### config.mk
export PLATFORM = sky130hd
export DESIGN_NAME = rr_arbiter8
export DESIGN_NICKNAME = d
export VERILOG_FILES = /design/src/rtl/rr_arbiter8_pkg.sv /design/src/rtl/rr_arbiter8_pick8.sv /design/src/rtl/rr_arbiter8.sv
export SDC_FILE = /design/constraint.sdc
export NUM_CORES = 1
export LEC_CHECK = 0
export ABC_CLOCK_PERIOD_IN_PS = 5100
export CAP_MARGIN = 10
export CORE_MARGIN = 2
export CORE_UTILIZATION = 51
export DETAILED_ROUTE_END_ITERATION = 6
export HOLD_SLACK_MARGIN = 0.1
export MAX_ROUTING_LAYER = met4
export PLACE_DENSITY = 0.79
export SKIP_LAST_GASP = 1
export SYNTH_ARGS = -nofsm -noshare
export SYNTH_HDL_FRONTEND = slang
export SYNTH_HIERARCHICAL = 1
export SYNTH_SLANG_ARGS = --single-unit
### constraint.sdc
create_clock -name i_clk -period 5.1 [get_ports i_clk]
set_input_delay 1.02 -clock i_clk [delete_from_list [all_inputs] [get_ports i_clk]]
set_output_delay 1.02 -clock i_clk [all_outputs]
set_load 0.02 [all_outputs]
### src/rtl/rr_arbiter8_pkg.sv
// Shared types and constants for the 8-way round-robin arbiter.
package rr_arbiter8_pkg;

  localparam int N_REQ = 8;
  localparam int IDX_W = 3;

  typedef enum logic {
    ST_IDLE  = 1'b0,
    ST_GRANT = 1'b1
  } state_t;

  function automatic logic [N_REQ-1:0] onehot(input logic [IDX_W-1:0] idx);
    logic [N_REQ-1:0] v;
    v      = '0;
    v[idx] = 1'b1;
    return v;
  endfunction

endpackage

### src/rtl/rr_arbiter8_pick8.sv
// Combinational round-robin pick: first set request strictly after i_last,
// wrapping 7 -> 0.
module rr_pick8
  import rr_arbiter8_pkg::*;
(
  input  logic [N_REQ-1:0] i_req,
  input  logic [IDX_W-1:0] i_last,
  output logic             o_any,
  output logic [IDX_W-1:0] o_winner
);

  logic [IDX_W-1:0] w_off;
  logic [N_REQ-1:0] w_rot;
  logic [IDX_W-1:0] w_enc;

  assign w_off = i_last + IDX_W'(1);

  // Bit j of the rotated vector is requester (j + w_off) mod 8.
  always_comb begin
    w_rot = '0;
    for (int j = 0; j < N_REQ; j++) begin
      w_rot[j] = i_req[IDX_W'(j) + w_off];
    end
  end

  always_comb begin
    w_enc = '0;
    for (int i = N_REQ - 1; i >= 0; i--) begin
      if (w_rot[i]) w_enc = IDX_W'(i);
    end
  end

  assign o_any    = |i_req;
  assign o_winner = w_enc + w_off;

endmodule

### src/rtl/rr_arbiter8.sv
// 8-requester round-robin arbiter with registered one-hot grant and an
// optional hold timeout that revokes a grant when others are waiting.
//
//   state    | meaning
//   ST_IDLE  | no grant; arbitrate among requests on the next edge
//   ST_GRANT | one requester owns the resource; counting hold cycles
module rr_arbiter8
  import rr_arbiter8_pkg::*;
#(
  parameter int MAX_HOLD = 16,
  parameter int CNT_W    = 8
) (
  input  logic             i_clk,
  input  logic             i_rst_n,
  input  logic [N_REQ-1:0] i_req,
  output logic [N_REQ-1:0] o_gnt,
  output logic [IDX_W-1:0] o_gnt_idx,
  output logic             o_gnt_valid,
  output logic             o_timeout
);

  localparam bit               HOLD_EN  = (MAX_HOLD != 0);
  localparam logic [CNT_W-1:0] HOLD_LIM = CNT_W'((MAX_HOLD > 0) ? MAX_HOLD - 1 : 0);
  localparam logic [CNT_W-1:0] CNT_MAX  = '1;

  state_t           r_state;
  logic [IDX_W-1:0] r_idx;
  logic [IDX_W-1:0] r_last;
  logic [CNT_W-1:0] r_cnt;
  logic [N_REQ-1:0] r_gnt;
  logic             r_valid;
  logic             r_timeout;

  logic             w_any;
  logic [IDX_W-1:0] w_winner;
  logic             w_own;
  logic             w_others;

  rr_pick8 u_pick (
    .i_req    (i_req),
    .i_last   (r_last),
    .o_any    (w_any),
    .o_winner (w_winner)
  );

  assign w_own    = i_req[r_idx];
  assign w_others = |(i_req & ~r_gnt);

  always_ff @(posedge i_clk or negedge i_rst_n) begin
    if (!i_rst_n) begin
      r_state   <= ST_IDLE;
      r_idx     <= '0;
      r_last    <= IDX_W'(N_REQ - 1);
      r_cnt     <= '0;
      r_gnt     <= '0;
      r_valid   <= 1'b0;
      r_timeout <= 1'b0;
    end else begin
      r_timeout <= 1'b0;
      case (r_state)
        ST_IDLE: begin
          if (w_any) begin
            r_state <= ST_GRANT;
            r_idx   <= w_winner;
            r_last  <= w_winner;
            r_cnt   <= '0;
            r_gnt   <= onehot(w_winner);
            r_valid <= 1'b1;
          end
        end
        ST_GRANT: begin
          if (!w_own) begin
            r_state <= ST_IDLE;
            r_gnt   <= '0;
            r_valid <= 1'b0;
          // Past the limit still revokes, so a waiter that shows up late is not starved.
          end else if (HOLD_EN && (r_cnt >= HOLD_LIM) && w_others) begin
            r_state   <= ST_IDLE;
            r_gnt     <= '0;
            r_valid   <= 1'b0;
            r_timeout <= 1'b1;
          end else if (r_cnt != CNT_MAX) begin
            r_cnt <= r_cnt + CNT_W'(1);
          end
        end
        default: r_state <= ST_IDLE;
      endcase
    end
  end

  assign o_gnt       = r_gnt;
  assign o_gnt_idx   = r_idx;
  assign o_gnt_valid = r_valid;
  assign o_timeout   = r_timeout;

endmodule

==> metrics.txt <==
DR iter-0 viols 66; fin crit period roughly 4600 ps; CP Data Arrival Time 4790 ps; final WL between 4000 and 5000 um; critical path startpoint category flip-flop; Sink Count 25; pin count of the biggest net entering global routing 26; Crit. End Element flip-flop; Hold Crit Class flip-flop to flip-flop; Worst-Margin Slew about 1100 ps; status completed; sequential area share after synthesis about a third; path type of the worst setup path flip-flop to flip-flop; clk_lat worst skew approximately 280 ps; Seq. cell area ~630 um^2; Layout Skew approximately 4.4 ps; CP required around 5300 ps; CTS Hold Bufs 0; number of synthesized flops with an enable pin 0; Worst Hold Slack between 400 and 500 ps; ant diodes 0; Chip Width 65.0 um; reg2reg setup slack roughly 520 ps; post-synth cell types 48; DR vias roughly 1600; Synth warnings 6; Slew Limit Fails 0; global route overflow 0; port bufs 22; #FFs+latches synth 25; Die ar. between 4000 and 5000 um^2; post-CTS sizing 0; routed len/inst 17.1 um; io pins 23; total CTS buffers 3; Async SR Flop Fraction 100%; die height approximately 65 um; fraction of layout cells with a size suffix above 1 10.9%; Hold Path Cell Cnt 2; ANT nets after route 0; Post-Syn Area per Cell ~10 um^2; CP Max Fanout 12; Slew headroom 27.5%; CTS tree yes; max-capacitance violation count 0; setup repair bufs after CTS 0; fin crit share 89.8%; Hold Path Sink r_last[1]; Max Fclk 0.218 GHz; CTS H-Tree Depth 1; synthesized netlist cell count 184; synthesized cell area about 1900 um^2; P&R area growth vs syn 13.9%; clk root buf clkbuf_8; first-pass GRT wire length between 7000 and 8000 um; clk slew on worst S/H paths 90 ps; global-route usage over all layers between 20% and 30%; TritonRoute pass-1 iters 4; vias in the first global route 1582; Initial Utilization 52.3%; initial antenna violation count 0; Final Hold Fails 0; area occupied by multi-input gates about 1200 um^2; core area approximately 3600 um^2; Final Wtd Congestion 0.895; Fin Setup TNS 0 ps; Setup Viol. Count Final 0; Site Rows 22; vias per cell roughly 6.3; min-delay src r_last[1]; Clock Tree Buf Depth 2; Primary FF master, synth dfrtp_1; RSZ-0062 raised after global routing false; DP HPWL around 3300 um; drt drc 0; Worst R2R End o_gnt[4]; FF-to-FF path depth 15; Reg2Reg Launch Point r_last[0]; Filler cells between 300 and 400; Post-Syn Nets just under 200; Nets 218
-- per-stage QoR --
| stage | utilization (%) | cell area (um^2) | cells | worst slack [ps] |
|---|---|---|---|---|
| 4_1_cts | 59.5 | 2160 | 250 | 576 |
| 2_1_floorplan | - | 1900 | 184 | 1330 |
| 3_5_place_dp | 58.2 | 2110 | 246 | 631 |
| 3_3_place_gp | 58.2 | 2110 | 246 | 879 |
| 5_1_grt | 59.5 | 2160 | 250 | 208 |
| 6_report | 59.5 | 2160 | 250 | 522 |
-- worst max-delay path: stages, from the launching register on --
cell and delay, ps:
dfstp_2 730, inv_1 110, ha_1 680, mux4_2 600
mux2i_1 220, o21ai_0 140, a21boi_0 200, o221a_2 210
ha_1 140, inv_1 50, fa_1 370, xnor2_1 160
xnor2_1 410, inv_1 150, nor2_1 180, a22o_1 150
-- synthesized netlist by cell type (5+ instances only) --
library cell	n	area (um^2)
mux2i_1	11	110
nor4_1	5	31.3
mux4_1	5	131
nand2_1	26	97.6
nand2b_1	8	50.1
dfrtp_1	22	551
inv_1	9	33.8
and3_1	7	43.8
a22o_1	6	52.6
nand3_1	8	40.0
o21ai_0	7	35.0
nor2_1	8	30.0
-- area by class of cell --
class	instances	area share, %
Clock buffer	3	1.91
Clock inverter	1	0.347
Inverter	9	1.56
Multi-Input combinational cell	142	54.1
Sequential cell	25	29.1
Tap cell	48	2.78
Timing Repair Buffer	22	10.2
-- how the worst max path moves through the flow --
| stage | slack [ps] | endpoint | cells after the start | start |
|---|---|---|---|---|
| finish | 520 | o_gnt[4] | 15 | r_last[0] |
| detailed placement | 630 | o_gnt[6] | 15 | r_last[0] |
| CTS | 580 | o_gnt[6] | 15 | r_last[0] |
| global placement | 880 | o_gnt[6] | 15 | r_last[0] |
| global route | 210 | o_gnt[4] | 15 | r_last[0] |
| floorplan | 1330 | o_gnt[6] | 17 | r_last[0] |
-- placed cells by master (no fill, tap or decap), drive strengths merged, types with 2 or more instances in the layout --
cell and count:
a211o 2, xnor2 2, dfstp 3, a32o 4, clkbuf 3, and3 7
nor2 9, o21ai 7, a22o 6, o41ai 2, o2111ai 2, nor2b 2
inv 9, o22ai 2, ha 4, nand2 26, nand3 8, o211ai 3
dfrtp 22, a21oi 3, mux2i 11, or2 2, nor4 5, nand2b 8
clkdlybuf4s50 22, mux4 9, mux2 2, and2 3
-- flip-flops by register name, summed over array words and instances (netlist names) --
register / flops
o_gnt_valid: 1
o_gnt_idx: 3
o_gnt: 8
r_last: 3
o_timeout: 1
r_cnt: 8
r_state: 1
-- layer usage --
layer  global-route usage, %  vias up  wire length (um)
met3                    4.34       14               226
met1                    31.1      782              1940
li1                        -      731                 -
met4                    8.85        0               112
met2                    37.5       58              2000
met5                       -        -                 0
-- cell families after synthesis --
| family | share of synthesized area, % |
|---|---|
| buffers and inverters | 5.20 |
| AND/OR/NAND/NOR | 19.6 |
| XOR/XNOR | 4.28 |
| flip-flops | 33.1 |
| AO/OA/AOI/OAI | 15.2 |
| adder cells (fa/ha/maj) | 3.69 |
| multiplexers | 18.8 |
Power is not shown: default switching activity piles up to over one toggle a cycle in this logic, so the estimate is an artifact.
